### src/rtl/upc_sequencer.sv
// upc_sequencer: microprogram address sequencer with inc / load / call / ret.
// Optional return-address stack is compiled in with macro UPC_SEQ_STACK_EN;
// without it, call acts as load, ret acts as hold and the stack flags are constant.
module upc_sequencer #(
  parameter int unsigned ADDR_W      = 8,
  parameter int unsigned STACK_DEPTH = 4,
  parameter int unsigned RESET_ADDR  = 0
) (
  input  logic              CLK,
  input  logic              RESET,
  input  logic              Enable,
  input  logic [2:0]        Op,
  input  logic [ADDR_W-1:0] D,
  output logic [ADDR_W-1:0] Q,
  output logic              StackFull,
  output logic              StackEmpty,
  output logic              StackErr
);

  localparam logic [2:0] OP_INC  = 3'b001;
  localparam logic [2:0] OP_LOAD = 3'b010;
  localparam logic [2:0] OP_CALL = 3'b011;
  localparam logic [2:0] OP_RET  = 3'b100;

  // Reject stack depths outside the supported range at elaboration
  if (STACK_DEPTH < 1 || STACK_DEPTH > 16) begin : g_bad_depth
    $error("upc_sequencer: STACK_DEPTH must be in 1..16");
  end

  logic [ADDR_W-1:0] q_r;
  logic [ADDR_W-1:0] q_nxt;
  logic [ADDR_W-1:0] q_inc;

  assign q_inc = q_r + ADDR_W'(1);
  assign Q     = q_r;

`ifdef UPC_SEQ_STACK_EN

  localparam int unsigned PTR_W = $clog2(STACK_DEPTH + 1);
  localparam int unsigned IDX_W = (STACK_DEPTH > 1) ? $clog2(STACK_DEPTH) : 1;

  logic [ADDR_W-1:0] stack_mem [STACK_DEPTH];
  logic [PTR_W-1:0]  sp_r;
  logic [PTR_W-1:0]  sp_nxt;
  logic              err_r;
  logic              err_nxt;
  logic              push;
  logic              full;
  logic              empty;
  logic [ADDR_W-1:0] top;

  assign full  = (sp_r == PTR_W'(STACK_DEPTH));
  assign empty = (sp_r == '0);
  assign top   = stack_mem[IDX_W'(sp_r - PTR_W'(1))];

  assign StackFull  = full;
  assign StackEmpty = empty;
  assign StackErr   = err_r;

  // Next-state decode of address, stack pointer and sticky error
  always_comb begin
    q_nxt   = q_r;
    sp_nxt  = sp_r;
    err_nxt = err_r;
    push    = 1'b0;
    if (Enable) begin
      case (Op)
        OP_INC:  q_nxt = q_inc;
        OP_LOAD: q_nxt = D;
        OP_CALL: begin
          if (!full) begin
            push   = 1'b1;
            sp_nxt = sp_r + PTR_W'(1);
            q_nxt  = D;
          end else begin
            err_nxt = 1'b1;
          end
        end
        OP_RET: begin
          if (!empty) begin
            sp_nxt = sp_r - PTR_W'(1);
            q_nxt  = top;
          end else begin
            err_nxt = 1'b1;
          end
        end
        default: ;
      endcase
    end
  end

  // Control state registers; reset wins over any operation
  always_ff @(posedge CLK) begin
    if (RESET) begin
      q_r   <= ADDR_W'(RESET_ADDR);
      sp_r  <= '0;
      err_r <= 1'b0;
    end else begin
      q_r   <= q_nxt;
      sp_r  <= sp_nxt;
      err_r <= err_nxt;
    end
  end

  // Return-address storage; suppressed on reset so no partial push lands
  always_ff @(posedge CLK) begin
    if (push && !RESET) begin
      stack_mem[IDX_W'(sp_r)] <= q_inc;
    end
  end

`else

  assign StackFull  = 1'b0;
  assign StackEmpty = 1'b1;
  assign StackErr   = 1'b0;

  // Next-address decode without a stack: call jumps, ret holds
  always_comb begin
    q_nxt = q_r;
    if (Enable) begin
      case (Op)
        OP_INC:  q_nxt = q_inc;
        OP_LOAD: q_nxt = D;
        OP_CALL: q_nxt = D;
        default: ;
      endcase
    end
  end

  // Address register; reset wins over any operation
  always_ff @(posedge CLK) begin
    if (RESET) begin
      q_r <= ADDR_W'(RESET_ADDR);
    end else begin
      q_r <= q_nxt;
    end
  end

`endif

endmodule
### config.mk
export PLATFORM = sky130hd
export DESIGN_NAME = upc_sequencer
export DESIGN_NICKNAME = d
export VERILOG_FILES = /design/src/rtl/upc_sequencer.sv
export SDC_FILE = /design/constraint.sdc
export NUM_CORES = 1
export LEC_CHECK = 0
export CAP_MARGIN = 40
export CORE_MARGIN = 2
export CORE_UTILIZATION = 34
export DETAILED_ROUTE_END_ITERATION = 8
export PLACE_DENSITY = 0.72
export SYNTH_ARGS = -nofsm -noshare
export SYNTH_HDL_FRONTEND = slang
export SYNTH_SLANG_ARGS = --single-unit
### constraint.sdc
create_clock -name CLK -period 1.5 [get_ports CLK]
set_clock_uncertainty 0.2 [all_clocks]
set_input_delay 0.3 -clock CLK [delete_from_list [all_inputs] [get_ports CLK]]
set_output_delay 0.3 -clock CLK [all_outputs]
set_load 0.005 [all_outputs]
==> results <==
-- metal layers --
metal / vias to the layer above / part of all wire / GRT usage
li1: 309 / - / -
met1: 280 / 0.43 / 0.236
met2: 24 / 0.51 / 0.338
met3: 2 / 0.053 / 0.0388
met4: 0 / 0.0043 / 0.0750
met5: - / 0 / 0
-- worst max path at each step --
stage	endpoint	cells past startpoint	slack, ps	from
3_5_place_dp	Q[7]	5	-470	Enable
2_1_floorplan	Q[7]	4	80	Q[2]
5_1_grt	Q[7]	4	-80	Q[0]
4_1_cts	Q[7]	5	-7	Q[1]
6_report	Q[7]	4	-20	Q[0]
3_3_place_gp	Q[7]	5	-380	Enable
-- repair_timing --
item	4_1_cts	5_1_grt
endpoints found under the setup margin	16	4
hold buffers	0	0
pin swaps	2	5
setup buffers	3	2
resized for setup	24	13
-- final cells by class --
| class | count | share of cell area |
|---|---|---|
| clock buffer | 3 | 0.0253 |
| inverter | 2 | 0.00844 |
| multi-input combinational | 51 | 0.392 |
| sequential | 8 | 0.197 |
| tap | 15 | 0.0211 |
| timing repair buffer | 37 | 0.356 |
-- cell usage in the layout, fill, tap and decap left out, types with 2 or more instances in the layout --
cell type	synthesis	final
nand2b_1	3	3
o22ai_1	2	2
dfxtp_2	0	6
nor2_1	4	4
buf_4	4	16
nand3_1	3	2
clkbuf_4	0	3
dlygate4sd2_1	0	9
nand2_1	6	6
conb_1	2	3
dfxtp_4	0	2
o21ai_1	2	3
a21oi_1	6	5
clkdlybuf4s50_1	0	9
a211oi_1	5	5
-- cell families (layout without fill, tap and decap cells) --
kind of cell	count (synthesis)	after routing	share of synthesized area
buffers and inverters	7	42	0.0825
DFF	8	8	0.320
AOI/OAI and AO/OA	23	23	0.308
adders and majority gates	1	1	0.0250
and+or+nand+nor	24	24	0.250
other	2	3	0.0150
-- worst register-to-register path, cell delays in order, from the launching register on --
cell and delay [ps]:
dfxtp_4 370, and4_4 240, a21oi_2 60, or3_4 370, a211oi_2 200
-- through the flow --
stage	instances	cell area [µm²]	utilization	setup WS, ps	hold WS [ps]
after floorplan	66	504	-	75.6	263
after global placement	110	797	0.598	-383	320
after detailed placement	110	797	0.598	-470	321
after CTS	116	848	0.636	-6.85	308
after global routing	116	890	0.667	-75.1	362
final	116	890	0.667	-16.2	328
-- power groups by stage --
stage	combinational (mW)	sequential, mW	clock, mW
finish	0.135	0.230	0.168
global placement	0.125	0.233	0
global route	0.146	0.231	0.188
floorplan	0.0503	0.234	0
detailed placement	0.127	0.234	0
CTS	0.128	0.229	0.174
==> metrics.md <==
| Metric | Value |
|---|---|
| Failing checks | `negative setup slack` |
| FILL cells | `130` |
| Power Total | `approximately 530 µW` |
| Slowest CP cell | `dfxtp_4` |
| TritonCTS Buffers | `3` |
| Post-synth EDFFs | `0` |
| Flops & latches, synth | `8` |
| Syn Inst Count | `65` |
| Crit-path max FO | `4` |
| Synth area leader | `dfxtp_1` |
| CTS Buffer Depth | `2` |
| Synth cell count leaders | `8 x dfxtp_1, 6 x a21oi_1, 6 x nand2_1` |
| Worst reg2reg startpoint | `Q[0]` |
| Iter 0 DRT Violations | `11` |
| Syn avg cell area | `just under 8 µm²` |
| VDD IR max | `349 µV` |
| Hold WC Path Type | `flip-flop to flip-flop` |
| Initial core utilization | `0.375` |
| Switching share of power | `0.264` |
| Hold Path Sink | `Q[7]` |
| First-pass GRT wire length | `approximately 2.7 mm` |
| Vias per cell | `roughly 5.3` |
| Worst path bufs/invs | `0` |
| Die footprint | `around 1800 µm²` |
| Vias in the first global route | `600` |
| Nets | `approximately 120` |
| Leak | `around 0.4 nW` |
| Syn-to-layout area delta | `77.7%` |
| Drt first pass iters | `4` |
| Die X | `about 42 µm` |
| Die height | `about 42 µm` |
| Final Hold Fails | `0` |
| GR Util All Layers | `0.196` |
| Clock power share | `0.315` |
| ANT cells | `0` |
| Combinational power share | `0.253` |
| Switching Power | `between 100 and 150 µW` |
| Reg-to-reg endpoint | `Q[7]` |
| Power Internal | `392 µW` |
| I/O Buffers | `21` |
| Setup tns final | `-16.2 ps` |
| Worst-path clk slew | `roughly 60 ps` |
| # setup viols final | `1` |
| R2r setup slk | `-20 ps` |
| P per Cell Area | `~600 nW/µm²` |
| Pin count of the biggest net entering global routing | `7` |
| Crit end category | `flip-flop` |
| Final HPWL DP | `between 1 and 1.5 mm` |
| Placer Congestion | `~0.80` |
| RSZ-0062 raised after global routing | `true` |
| H-tree depth | `1` |
| Reg power frac | `0.431` |
| Root buf cell | `clkbuf_4` |
| Setup CP Type | `flip-flop to flip-flop` |
| Max frequency | `around 660 MHz` |
| Worst Reg2Reg Path Length in Cells | `4` |
| CTS tree | `built` |
| Cells along the critical path | `and4_4 > a21oi_2 > or3_4 > a211oi_2` |
| Register area | `~180 µm²` |
| Synth Flop Type | `dfxtp_1` |
| Multi-input logic area | `~350 µm²` |
| Avg WL per Cell | `between 10 and 15 µm` |
| Top delay family on crit path | `simple AND/OR/NAND/NOR gates` |
| Post-Route WL | `1.62 mm` |
| Synth top area share | `0.320` |
| Hold Path Cell Cnt | `2` |
| Core region area | `~1300 µm²` |
| Clk Latency, worst-skew pair | `around 250 ps` |
| Fin crit share | `1.01` |
| Ratio of cells with drive above 1 in the final layout | `0.386` |
| Post-synth cell types | `30` |
| Sink Count | `8` |
| Hold Startpoint | `Q[7]` |
| Post-synthesis sequential area ratio | `0.320` |
| Run status | `finished, violations left` |
| # IOs | `25` |
| Top post-synthesis cells by area | `dfxtp_1 32%, a211oi_1 7.5%, a21oi_1 6.0%` |
| CP max stage delay | `about 370 ps` |
| Most frequent cell after synthesis | `dfxtp_1` |
| Worst setup SP type | `flip-flop` |
| Yosys warns | `0` |
| Max reg flops | `8` |
| Max-cap violations | `0` |
| Crit path required time | `between 1000 and 1500 ps` |
| Ys async rst share | `0` |
| Vias | `about 600` |
| Fin crit period | `~1500 ps` |
| Total grt overflow | `0` |
| Drt drc | `0` |
| Pins Over Slew Limit | `0` |
| Cell area after synthesis | `500 µm²` |
| Cell row count | `13` |
| Worst EP arrival | `1490 ps` |
| Antenna Nets Post-Route | `0` |
| Setup ws final | `-16.2 ps` |
| Antenna violations before repair | `0` |
No activity file was read; power rests on OpenSTA's default activity.
